--- src/rtl/pattern_seq.sv ---
// Pattern buffer sequencer: steps fieldp from 0 to a captured last index, registering each byte for 1+dwell cycles.
// Optional macro PATSEQ_PINGPONG_EN adds a pingpong input for up/down looped playback.
module pattern_seq #(
  parameter int BUF_WIDTH = 8,
  parameter int BUF_SIZE  = 32,
  parameter int PTR_W     = 5,
  parameter int DWELL_W   = 8
) (
  input  logic                 clk,
  input  logic                 rst,
  input  logic                 start,
  input  logic                 stop,
  input  logic                 loop_en,
`ifdef PATSEQ_PINGPONG_EN
  input  logic                 pingpong,
`endif
  input  logic [PTR_W-1:0]     seq_len,
  input  logic [DWELL_W-1:0]   dwell,
  input  logic                 ssel,
  output logic [PTR_W-1:0]     fieldp,
  input  logic [BUF_WIDTH-1:0] field_byte,
  output logic [BUF_WIDTH-1:0] pat_out,
  output logic                 pat_valid,
  output logic                 busy,
  output logic                 done,
  output logic                 err
);

  typedef enum logic [1:0] {
    IDLE  = 2'd0,
    FETCH = 2'd1,
    HOLD  = 2'd2
  } state_t;

  localparam logic [PTR_W-1:0]   PTR_ONE   = PTR_W'(1);
  localparam logic [PTR_W-1:0]   MAX_IDX   = PTR_W'(BUF_SIZE - 1);
  localparam logic [DWELL_W-1:0] DWELL_ONE = DWELL_W'(1);

  state_t             state;
  logic [PTR_W-1:0]   len_q;
  logic [DWELL_W-1:0] dwell_q;
  logic [DWELL_W-1:0] cnt;

  logic               do_adv;
  logic               adv_finish;
  logic [PTR_W-1:0]   adv_ptr;
  logic [PTR_W-1:0]   len_clamped;

`ifdef PATSEQ_PINGPONG_EN
  logic               dir;
  logic               adv_dir;
`endif

  assign len_clamped = (seq_len > MAX_IDX) ? MAX_IDX : seq_len;

  // A step ends on the fetch itself when dwell is zero, otherwise on the last hold cycle.
  always_comb begin
    do_adv = ((state == FETCH) && (dwell_q == '0)) ||
             ((state == HOLD) && (cnt == DWELL_ONE));
  end

  // Next pointer after the current step; adv_finish means the run ends here.
  always_comb begin
    adv_finish = 1'b0;
    adv_ptr    = fieldp;
`ifdef PATSEQ_PINGPONG_EN
    adv_dir    = dir;
    if (dir) begin
      if (fieldp != '0) begin
        adv_ptr = fieldp - PTR_ONE;
      end else begin
        adv_dir = 1'b0;
        adv_ptr = (len_q == '0) ? '0 : PTR_ONE;
      end
    end else if (fieldp != len_q) begin
      adv_ptr = fieldp + PTR_ONE;
    end else if (!loop_en) begin
      adv_finish = 1'b1;
    end else if (pingpong && (len_q != '0)) begin
      adv_dir = 1'b1;
      adv_ptr = len_q - PTR_ONE;
    end else begin
      adv_ptr = '0;
    end
`else
    if (fieldp != len_q) begin
      adv_ptr = fieldp + PTR_ONE;
    end else if (!loop_en) begin
      adv_finish = 1'b1;
    end else begin
      adv_ptr = '0;
    end
`endif
  end

  // Abort paths (ssel before stop) leave pat_out and fieldp untouched.
  always_ff @(posedge clk or posedge rst) begin
    if (rst) begin
      state     <= IDLE;
      fieldp    <= '0;
      pat_out   <= '0;
      pat_valid <= 1'b0;
      busy      <= 1'b0;
      done      <= 1'b0;
      err       <= 1'b0;
      len_q     <= '0;
      dwell_q   <= '0;
      cnt       <= '0;
`ifdef PATSEQ_PINGPONG_EN
      dir       <= 1'b0;
`endif
    end else begin
      pat_valid <= 1'b0;
      done      <= 1'b0;
      case (state)
        IDLE: begin
          if (start && !stop && !ssel) begin
            len_q   <= len_clamped;
            dwell_q <= dwell;
            fieldp  <= '0;
            err     <= 1'b0;
            cnt     <= '0;
            busy    <= 1'b1;
`ifdef PATSEQ_PINGPONG_EN
            dir     <= 1'b0;
`endif
            state   <= FETCH;
          end
        end
        FETCH, HOLD: begin
          if (ssel) begin
            err   <= 1'b1;
            busy  <= 1'b0;
            cnt   <= '0;
            state <= IDLE;
          end else if (stop) begin
            busy  <= 1'b0;
            cnt   <= '0;
            state <= IDLE;
          end else begin
            if (state == FETCH) begin
              pat_out   <= field_byte;
              pat_valid <= 1'b1;
            end
            if (do_adv) begin
              cnt <= '0;
              if (adv_finish) begin
                done  <= 1'b1;
                busy  <= 1'b0;
                state <= IDLE;
              end else begin
                fieldp <= adv_ptr;
`ifdef PATSEQ_PINGPONG_EN
                dir    <= adv_dir;
`endif
                state  <= FETCH;
              end
            end else if (state == FETCH) begin
              cnt   <= dwell_q;
              state <= HOLD;
            end else begin
              cnt <= cnt - DWELL_ONE;
            end
          end
        end
        default: begin
          busy  <= 1'b0;
          state <= IDLE;
        end
      endcase
    end
  end

endmodule

--- config.mk ---
export PLATFORM = sky130hd
export DESIGN_NAME = pattern_seq
export DESIGN_NICKNAME = d
export VERILOG_FILES = /design/src/rtl/pattern_seq.sv
export SDC_FILE = /design/constraint.sdc
export NUM_CORES = 1
export LEC_CHECK = 0
export CORE_MARGIN = 2
export CORE_UTILIZATION = 51
export DETAILED_ROUTE_END_ITERATION = 8
export PLACE_DENSITY = 0.92
export SYNTH_ARGS = -nofsm -noshare
export SYNTH_HDL_FRONTEND = slang
export SYNTH_SLANG_ARGS = --single-unit
--- constraint.sdc ---
create_clock -name clk -period 2.5 [get_ports clk]
set_clock_uncertainty 0.05 [all_clocks]
set_input_delay 0.5 -clock clk [delete_from_list [all_inputs] [get_ports clk]]
set_output_delay 0.5 -clock clk [all_outputs]
set_load 0.03 [all_outputs]
==> metrics.csv, run 1 <==
stage;metric;value;unit
route;Final ANT Viol Nets;0;
clock_network;H-tree levels;2;
floorplanning;Die Ht;67.9;microns
timing;slew margin rel.;64.0;%
yosys;Post-Syn Area per Cell;9.58;sq um
finish;Fill cells;326;
yosys;Async S/R FF share, synth;100;%
clock_network;Max clock buf depth;2;
power_and_ir_drop;clock power share;17.0;%
floorplanning;Die ar.;4600;sq um
yosys;library cells used by synthesis;41;
route;routed len/inst;14.3;microns
clock_network;CTS Hold Buffers Added;0;
timing;worst slew pin tran;0.540;ns
floorplanning;CORE AREA;3970;sq um
yosys;cell with the most instances after synthesis;nand2_1;
placed_design;# port buffers;43;
route;number of detailed-route iterations in the first pass;5;
route;Vias;1777;
global_routing;vias in the first global route;1669;
clock_network;Worst-path clk slew;0.08;ns
timing;final worst setup slack;0.144;ns
timing;achievable frequency;0.424;GHz
finish;Storage cell area;1000;sq um
timing;Final Hold Vio Count;0;
finish;Final #Nets;301;
yosys;cell taking the most area after synthesis;dfrtp_1;
timing;RSZ-0062 raised after global routing;false;
power_and_ir_drop;Worst VDD drop;481;uV
route;# DRC;0;
yosys;sequential area share after synthesis;48.1;%
clock_network;Root Driver;clkbuf_8;
power_and_ir_drop;switch share;40.6;%
setup_path;required time worst endpoint;2.63;ns
floorplanning;# IOs;44;
timing;Final period util;94.2;%
floorplanning;Die X;67.9;microns
power_and_ir_drop;sw power;0.00124;W
yosys;Post-Syn Area;2080;sq um
route;DR iter-0 viols;103;
yosys;Yosys reg bits;40;
clock_network;post-cts sizing count;0;
placed_design;pre-CTS WS;0.178;ns
yosys;top_reg_cell synth;dfrtp_1;
global_routing;largest net degree at the start of global routing;41;
power_and_ir_drop;leak pwr;1.26;nW
setup_path;worst-path fanout max;6;
placed_design;routability cong.;0.931;
setup_path;crit path launch;cnt[3];
yosys;Post-synth EDFFs;0;
setup_path;Arr. time, crit path;2.49;ns
placed_design;DP HPWL;3.23;mm
worst_hold_path;Worst Hold Depth;2;
power_and_ir_drop;combinational share of power;48.1;%
clock_network;clock tree from TritonCTS;yes;
power_and_ir_drop;Internal Power;0.00182;W
yosys;Synth area leaders;dfrtp_1 (48%), nand2_1 (8.8%), mux2_2 (4.9%);
clock_network;total CTS buffers;5;
floorplanning;FP Rows;23;
setup_path;reg2reg path depth;5;
global_routing;GRT Total Usage;22.8;%
yosys;Post-synth top cells;nand2_1 (49), dfrtp_1 (40), o21ai_0 (11), nor2_1 (10);
finish;antenna cell count;0;
finish;area delta synth->final;30.1;%
global_routing;initial antenna violation count;0;
yosys;synth warn;0;
timing;setup TNS;0;ns
finish;area of the multi-input gates;1020;sq um
route;drt total wl;4.53;mm
floorplanning;Initial Util;52.4;%
setup_path;Setup crit end kind;flop;
yosys;post-synth top area share;48.1;%
run_status;outcome;complete, no violations;
global_routing;GRT overflow;0;
yosys;Synthesized Nets;252;
timing;minimum clock period;2.36;ns
yosys;Cells after Synth;217;
clock_network;worst-skew pair later-pin latency;0.29;ns
global_routing;global-route wire length before repair;7.69;mm
route;vias per cell;5.61;
setup_path;R2R setup slack;0.14;ns
finish;layout cells sized above 1;11.6;%
power_and_ir_drop;part of the power in registers;34.9;%
setup_path;Critical R2R Launch;cnt[3];
timing;Setup violations, final;0;
clock_network;CTS Sinks;40;
timing;Final Max Tran Viols;0;
run;max-cap viol count;0;
worst_hold_path;Hold Crit Class;reg -> reg;
setup_path;critical path class;reg -> reg;
power_and_ir_drop;PwrDens;1130;nW/um^2
clock_network;Post CTS Setup Buffer Count;0;
setup_path;crit start category;flop;
setup_path;reg2reg end;fieldp[4];
setup_path;Worst Setup EP;fieldp[4];
==> layout by cell type, fill, tap and decap left out, types with 2 or more instances in the layout <==
cell and instances:
nand3_1 5, nor2b_1 2, clkbuf_8 5, o22ai_1 2, buf_4 7, nand2b_1 2
and3_1 4, nor2_1 10, a21oi_1 9, and2_1 2, o2bb2ai_1 4, mux2_2 9
o21ai_0 11, inv_1 8, xor2_1 5, clkdlybuf4s50_1 43, a221o_1 2, nor4_1 3
or3_1 3, nor3_1 9, nand2_1 49, ha_1 8, a22o_1 4, dfrtp_1 40
==> sequential cells by signal, summed over array words and instances (netlist names) <==
register and count:
pat_out 8, cnt 8, state 2, err 1
pat_valid 1, done 1, len_q 5, dwell_q 8
fieldp 5, busy 1
==> how the worst min path moves through the flow <==
| stage | from | endpoint | slack, ns |
|---|---|---|---|
| after floorplan | len_q[2] | len_q[2] | 0.42 |
| after global placement | len_q[1] | len_q[1] | 0.43 |
| after detailed placement | len_q[0] | len_q[0] | 0.43 |
| after CTS | len_q[0] | len_q[0] | 0.45 |
| after global routing | len_q[0] | len_q[0] | 0.47 |
| final | len_q[0] | len_q[0] | 0.45 |
==> metrics by stage <==
| stage | utilization [%] | instance area, sq um | hold WS, ns | power [W] | cells |
|---|---|---|---|---|---|
| 2_1_floorplan | - | 2080 | 0.415 | 0.00206 | 217 |
| 3_3_place_gp | 65.3 | 2590 | 0.429 | 0.00249 | 309 |
| 3_5_place_dp | 65.3 | 2590 | 0.435 | 0.00254 | 309 |
| 4_1_cts | 68.1 | 2710 | 0.453 | 0.00308 | 317 |
| 5_1_grt | 68.1 | 2710 | 0.467 | 0.00332 | 317 |
| 6_report | 68.1 | 2710 | 0.450 | 0.00306 | 317 |
==> cell families after synthesis <==
family                   count (synthesis)  share of synthesized area [%]
AO/OA/AOI/OAI                           42                           14.9
XOR/XNOR                                 5                           2.11
adder cells (fa/ha/maj)                  8                           4.81
buffers and inverters                   16                           2.89
flip-flops                              40                           48.1
multiplexers                            10                           5.36
AND/OR/NAND/NOR                         96                           21.8
==> layer usage <==
metal  share of wire [%]  vias to the layer above  track usage [%]
li1                    -                      859                -
met1                  43                      839             29.2
met2                  48                       67             35.9
met3                 6.1                       12             4.77
met4                 3.0                        0             13.0
met5                   0                        -                0
==> critical path: stages (launching register included) <==
cell and delay, ns:
dfrtp_1 0.44, or3_4 0.44, or4_4 0.52, a221oi_2 0.28, o21ai_2 0.13, a221o_1 0.38
==> power by group through the flow <==
stage                     combinational [W]  clock (W)  sequential (W)
final                               0.00147   0.000520         0.00107
after global routing                0.00165   0.000564         0.00111
after CTS                           0.00148   0.000534         0.00107
after detailed placement            0.00146          0         0.00108
after global placement              0.00142          0         0.00107
after floorplan                    0.000852          0         0.00121
==> cell type report <==
class / instances / share of cell area [%]
Clock inverter: 3 / 1.57
Inverter: 8 / 1.11
Clock buffer: 5 / 2.54
Multi-Input combinational cell: 161 / 37.6
Timing Repair Buffer: 50 / 17.8
Tap cell: 50 / 2.31
Sequential cell: 40 / 37.0
Note: power is estimated with default switching activity, not from simulation.
==> run 2, diff against run 1 <==
==> config.mk (replaced) <==
export PLATFORM = sky130hd
export DESIGN_NAME = pattern_seq
export DESIGN_NICKNAME = d
export VERILOG_FILES = /design/src/rtl/pattern_seq.sv
export SDC_FILE = /design/constraint.sdc
export NUM_CORES = 1
export LEC_CHECK = 0
export CORE_UTILIZATION = 46
export DETAILED_ROUTE_END_ITERATION = 8
export PLACE_DENSITY = 0.88
export SYNTH_ARGS = -nofsm -noshare
export SYNTH_HDL_FRONTEND = slang
export SYNTH_SLANG_ARGS = --single-unit
==> constraint.sdc (replaced) <==
create_clock -name clk -period 2 [get_ports clk]
set_clock_uncertainty 0.05 [all_clocks]
set_input_delay 0.4 -clock clk [delete_from_list [all_inputs] [get_ports clk]]
set_output_delay 0.4 -clock clk [all_outputs]
set_load 0.03 [all_outputs]
==> metrics.csv, run 2 (same netlist as run 1, synthesis figures left out) <==
stage;metric;value;unit;change
finish;fin util;68.5;%;was 68.1%
run_status;outcome;finished, violations left;;was complete, no violations
finish;area delta synth->final;43.5;%;was 30.1%
finish;antenna cell count;0;;unchanged
finish;Final #Nets;329;;was 301
timing;Final Hold Vio Count;0;;unchanged
run_status;violated checks;negative setup slack;;
setup_path;crit start category;flop;;unchanged
setup_path;R2R setup slack;-0.21;ns;was 0.14 ns
floorplanning;CORE AREA;4350;sq um;was 3970 sq um
timing;Setup violations, final;16;;was 0
setup_path;Setup crit end kind;flop;;unchanged
floorplanning;FP Rows;24;;was 23
global_routing;vias in the first global route;1877;;was 1669
finish;Fill cells;352;;was 326
clock_network;Worst-path clk slew;0.08;ns;about the same
route;# DRC;0;;unchanged
clock_network;H-tree levels;2;;unchanged
finish;commonest non-fill, non-tap cell in the layout;nand2_1;;unchanged
run;max-cap viol count;0;;unchanged
power_and_ir_drop;leak pwr;1.44;nW;was 1.26 nW
clock_network;CTS Sinks;40;;unchanged
setup_path;worst-path fanout max;3;;was 6
placed_design;Placed Cells incl. Taps;334;;was 309
timing;slew margin rel.;67.0;%;was 64.0%
clock_network;clock tree from TritonCTS;yes;;unchanged
placed_design;# port buffers;43;;unchanged
global_routing;largest net degree at the start of global routing;41;;unchanged
floorplanning;Die ar.;4790;sq um;was 4600 sq um
global_routing;GRT overflow;0;;unchanged
worst_hold_path;Hold Crit Class;in -> async;;was reg -> reg
placed_design;pre-CTS WS;-0.244;ns;was 0.178 ns
finish;final cell count without fillers;347;;was 317
timing;Final Max Tran Viols;0;;unchanged
placed_design;DP HPWL;3.54;mm;was 3.23 mm
timing;achievable frequency;0.452;GHz;was 0.424 GHz
setup_path;critical path class;reg -> reg;;unchanged
route;Final ANT Viol Nets;0;;unchanged
setup_path;Arr. time, crit path;2.36;ns;was 2.49 ns
floorplanning;Die X;69.2;microns;was 67.9 microns
route;drt total wl;5.05;mm;was 4.53 mm
timing;RSZ-0062 raised after global routing;true;;was false
power_and_ir_drop;PwrDens;1400;nW/um^2;was 1130 nW/um^2
global_routing;GRT Total Usage;22.4;%;was 22.8%
route;DR iter-0 viols;113;;was 103
floorplanning;# IOs;44;;unchanged
timing;Final period util;111;%;was 94.2%
timing;Worst Hold Slack;0.452;ns;was 0.450 ns
global_routing;initial antenna violation count;0;;unchanged
clock_network;worst-skew pair later-pin latency;0.31;ns;was 0.29 ns
power_and_ir_drop;total power;0.00419;W;was 0.00306 W
floorplanning;Initial Util;47.8;%;was 52.4%
finish;area of the multi-input gates;1060;sq um;was 1020 sq um
route;Vias;1901;;was 1777
finish;Storage cell area;1000;sq um;unchanged
setup_path;required time worst endpoint;2.15;ns;was 2.63 ns
setup_path;reg2reg path depth;8;;was 5
timing;worst slew pin tran;0.496;ns;was 0.540 ns
finish;most frequent cells in the layout;nand2_1 (48), clkdlybuf4s50_1 (42), dfrtp_1 (40);;was nand2_1 (49), clkdlybuf4s50_1 (43), dfrtp_1 (40)
clock_network;CTS Hold Buffers Added;0;;unchanged
timing;minimum clock period;2.21;ns;was 2.36 ns
route;number of detailed-route iterations in the first pass;4;;was 5
timing;final worst setup slack;-0.212;ns;was 0.144 ns
clock_network;total CTS buffers;5;;unchanged
global_routing;global-route wire length before repair;8.44;mm;was 7.69 mm
finish;layout cells sized above 1;22.7;%;was 11.6%
placed_design;routability cong.;0.900;;was 0.931
clock_network;Max clock buf depth;2;;unchanged
floorplanning;Die Ht;69.2;microns;was 67.9 microns
finish;top flop regs;cnt: 8 flops, dwell_q: 8 flops, pat_out: 8 flops;;unchanged
clock_network;Root Driver;clkbuf_8;;unchanged
route;routed len/inst;14.5;microns;was 14.3 microns
route;vias per cell;5.48;;was 5.61
power_and_ir_drop;Worst VDD drop;691;uV;was 481 uV
-- run 2: cell types whose count changed in the layout (fill, tap and decap cells not counted), moves of 2 or more --
| cell | delta |
|---|---|
| nand3_1 | -2 |
| nand3_2 | +2 |
| buf_4 | +25 |
| buf_6 | +2 |
| nor3_1 | -2 |
| nor3_2 | +2 |
-- run 2: worst max-delay path, stage by stage, from the launching register on --
cell and delay [ns]:
dfrtp_1 0.38, or3_4 0.39, or4_4 0.51, buf_4 0.16
buf_6 0.11, nand2_2 0.09, nor3_2 0.06, buf_4 0.15
a22o_1 0.20
-- run 2: through the flow --
stage / TNS [ns] / cell area [sq um]
5_1_grt: -3.02 / 2980
3_5_place_dp: -2.93 / 2790
6_report: -1.97 / 2980
4_1_cts: -1.12 / 2940
3_3_place_gp: -2.28 / 2790
2_1_floorplan: -1.11 / 2090
-- run 2: layout make-up --
cell class / count / share of cell area (%)
multi-input combinational: 161 / 35.4
inverter: 8 / 1.01
timing repair buffer: 78 / 24.0
clock buffer: 5 / 2.31
clock inverter: 3 / 1.55
tap: 52 / 2.18
sequential: 40 / 33.5
-- run 2: where the power goes --
group	leakage [nW]	total (W)	switching [W]	internal, W
sequential	0.516	0.00130	0.000188	0.00111
combinational	0.868	0.00220	0.00119	0.00100
clock	0.0548	0.000691	0.000315	0.000376
total	1.44	0.00419	0.00170	0.00249
-- run 2: per-layer routing --
| layer | global-route usage, % | up-vias | routed length (microns) |
|---|---|---|---|
| met2 | 37.5 | 63 | 2550 |
| met5 | 0 | - | 0 |
| met3 | 5.09 | 9 | 281 |
| met4 | 9.30 | 0 | 107 |
| met1 | 27.8 | 912 | 2110 |
| li1 | - | 917 | - |
-- run 2: path summary, 6_finish.rpt --
path                           from       end
setup / recovery             cnt[5]    cnt[5]
hold / removal                  rst       err
setup reg to reg             cnt[5]    cnt[5]
hold reg to reg            len_q[2]  len_q[2]
max in group asynchronous       rst  len_q[3]
min in group clk           len_q[2]  len_q[2]
-- run 2: what timing repair did --
| action | in CTS | in global routing |
|---|---|---|
| setup buffers | 3 | 2 |
| resized for setup | 5 | 7 |
| endpoints found under the setup margin | 16 | 18 |
| pin swaps | 5 | 2 |
==> run 3, diff against run 2 <==
--- a/config.mk
+++ b/config.mk
@@ -5,7 +5,9 @@
 export SDC_FILE = /design/constraint.sdc
 export NUM_CORES = 1
 export LEC_CHECK = 0
-export CORE_UTILIZATION = 46
+export CELL_PAD_IN_SITES_DETAIL_PLACEMENT = 1
+export CELL_PAD_IN_SITES_GLOBAL_PLACEMENT = 1
+export CORE_UTILIZATION = 35
 export DETAILED_ROUTE_END_ITERATION = 8
 export PLACE_DENSITY = 0.88
 export SYNTH_ARGS = -nofsm -noshare
==> metrics.csv, run 3 (same netlist as run 1, synthesis figures left out) <==
stage;metric;value;unit;change
setup_path;cell family with the largest share of critical-path delay;simple AND/OR/NAND/NOR gates;;unchanged
timing;Final Max Tran Viols;0;;unchanged
global_routing;largest net degree at the start of global routing;41;;unchanged
timing;Final period util;114;%;was 111%
timing;RSZ-0062 raised after global routing;true;;unchanged
global_routing;initial antenna violation count;0;;unchanged
clock_network;Worst-path clk slew;0.08;ns;about the same
timing;slew margin rel.;60.4;%;was 67.0%
floorplanning;Die Ht;79.1;microns;was 69.2 microns
route;number of detailed-route iterations in the first pass;4;;unchanged
route;vias per cell;5.31;;was 5.48
timing;final worst setup slack;-0.280;ns;was -0.212 ns
setup_path;worst-path fanout max;5;;was 3
route;DR iter-0 viols;86;;was 113
global_routing;vias in the first global route;2011;;was 1877
floorplanning;Initial Util;37.1;%;was 47.8%
timing;minimum clock period;2.28;ns;was 2.21 ns
power_and_ir_drop;PwrDens;1430;nW/um^2;was 1400 nW/um^2
worst_hold_path;Hold Crit Class;reg -> reg;;was in -> async
floorplanning;CORE AREA;5610;sq um;was 4350 sq um
finish;Storage cell area;1000;sq um;unchanged
clock_network;worst-skew pair later-pin latency;0.30;ns;was 0.31 ns
setup_path;critical path class;reg -> reg;;unchanged
setup_path;required time worst endpoint;2.13;ns;was 2.15 ns
run_status;outcome;finished, violations left;;unchanged
finish;final cell count without fillers;369;;was 347
placed_design;# port buffers;43;;unchanged
run;max-cap viol count;0;;unchanged
setup_path;Setup crit end kind;flop;;unchanged
timing;worst slew pin tran;0.593;ns;was 0.496 ns
floorplanning;Die ar.;6250;sq um;was 4790 sq um
clock_network;H-tree levels;2;;unchanged
finish;Final #Nets;331;;was 329
finish;area delta synth->final;47.5;%;was 43.5%
floorplanning;Die X;79.1;microns;was 69.2 microns
setup_path;Arr. time, crit path;2.41;ns;was 2.36 ns
global_routing;GRT Total Usage;21.2;%;was 22.4%
global_routing;global-route wire length before repair;9.94;mm;was 8.44 mm
setup_path;CP bufs+invs;0;;was 3
route;drt total wl;6.53;mm;was 5.05 mm
timing;Final Hold Vio Count;0;;unchanged
finish;antenna cell count;0;;unchanged
setup_path;Worst path slowest cell;or4_4;;unchanged
setup_path;R2R setup slack;-0.28;ns;was -0.21 ns
finish;top flop regs;cnt: 8 flops, dwell_q: 8 flops, pat_out: 8 flops;;unchanged
clock_network;total CTS buffers;5;;unchanged
setup_path;crit-path max cell delay;0.53;ns;was 0.51 ns
clock_network;Max clock buf depth;2;;unchanged
finish;area of the multi-input gates;1130;sq um;was 1060 sq um
finish;most frequent cells in the layout;nand2_1 (47), clkdlybuf4s50_1 (43), dfrtp_1 (40);;was nand2_1 (48), clkdlybuf4s50_1 (42), dfrtp_1 (40)
clock_network;Root Driver;clkbuf_8;;unchanged
floorplanning;# IOs;44;;unchanged
finish;commonest non-fill, non-tap cell in the layout;nand2_1;;unchanged
placed_design;routability cong.;0.858;;was 0.900
route;routed len/inst;17.7;microns;was 14.5 microns
route;Vias;1961;;was 1901
run_status;violated checks;negative setup slack;;unchanged
finish;layout cells sized above 1;25.6;%;was 22.7%
setup_path;CP Cell Sequence;or3_4 -> or4_4 -> a221oi_4 -> o21ai_4 -> a221o_1;;was or3_4 -> or4_4 -> buf_4 -> buf_6 -> nand2_2 -> nor3_2 -> buf_4 -> a22o_1
placed_design;Placed Cells incl. Taps;359;;was 334
floorplanning;FP Rows;27;;was 24
route;# DRC;0;;unchanged
timing;achievable frequency;0.439;GHz;was 0.452 GHz
clock_network;CTS Hold Buffers Added;0;;unchanged
placed_design;DP HPWL;4.41;mm;was 3.54 mm
global_routing;GRT overflow;0;;unchanged
power_and_ir_drop;leak pwr;1.43;nW;was 1.44 nW
clock_network;CTS Sinks;40;;unchanged
route;Final ANT Viol Nets;0;;unchanged
setup_path;crit start category;flop;;unchanged
power_and_ir_drop;total power;0.00438;W;was 0.00419 W
finish;Fill cells;647;;was 352
power_and_ir_drop;Worst VDD drop;621;uV;was 691 uV
clock_network;clock tree from TritonCTS;yes;;unchanged
timing;Setup violations, final;17;;was 16
run 3: changes by cell type in the layout (fill, tap and decap cells not counted), sizes merged:
cell / change
buf: +2
bufinv: -1
clkbuf: +1
clkdlybuf4s50: +1
clkinv: +2
clkinvlp: -1
dlymetal6s2s: -1
inv: -1
run 3: final timing paths:
kind	start	to	cells after the start
min reg2reg	len_q[4]	len_q[4]	2
max in group asynchronous	rst	fieldp[3]	3
min	len_q[4]	len_q[4]	2
min in group asynchronous	rst	done	3
max	cnt[5]	fieldp[2]	5
max reg2reg	cnt[5]	fieldp[2]	5
run 3: repair_timing:
action / 4_1_cts / 5_1_grt
pin swaps: 6 / 4
endpoints found under the setup margin: 16 / 17
buffers inserted: 2 / 2
resized for setup: 16 / 14
run 3: through the flow:
stage	setup slack, ns	hold WS (ns)	setup TNS [ns]	utilization (%)	instance area, sq um
6_report	-0.280	0.449	-2.79	54.7	3070
2_1_floorplan	-0.118	0.415	-1.11	-	2090
3_3_place_gp	-0.185	0.431	-2.29	50.8	2850
3_5_place_dp	-0.330	0.440	-6.29	50.8	2850
5_1_grt	-0.311	0.484	-3.32	54.7	3070
4_1_cts	-0.205	0.458	-1.68	53.7	3010
run 3: layout make-up:
class / instances / area share (%)
Sequential cell: 40 / 32.6
Inverter: 8 / 0.979
Tap cell: 72 / 2.94
Timing Repair Buffer: 80 / 23.6
Clock inverter: 2 / 0.326
Clock buffer: 6 / 2.69
Multi-Input combinational cell: 161 / 36.8
run 3: report_power, final:
part | internal, W | switching, W
Combinational | 0.00109 | 0.00140
Sequential | 0.00111 | 0.000208
Clock | 0.000276 | 0.000297
run 3: per-layer routing:
metal	wire length, microns	part of all wire [%]	track usage, %	vias to the layer above
met5	0	0	0	-
met2	3450	53	39.1	56
met1	2650	41	23.3	971
met4	142	2.2	9.27	0
met3	288	4.4	3.91	13
li1	-	-	-	921
run 3: worst reg2reg max path, cell delays in order, from the launching register on:
cell and delay, ns:
dfrtp_1 0.39, or3_4 0.40, or4_4 0.53, a221oi_4 0.32, o21ai_4 0.11, a221o_1 0.37
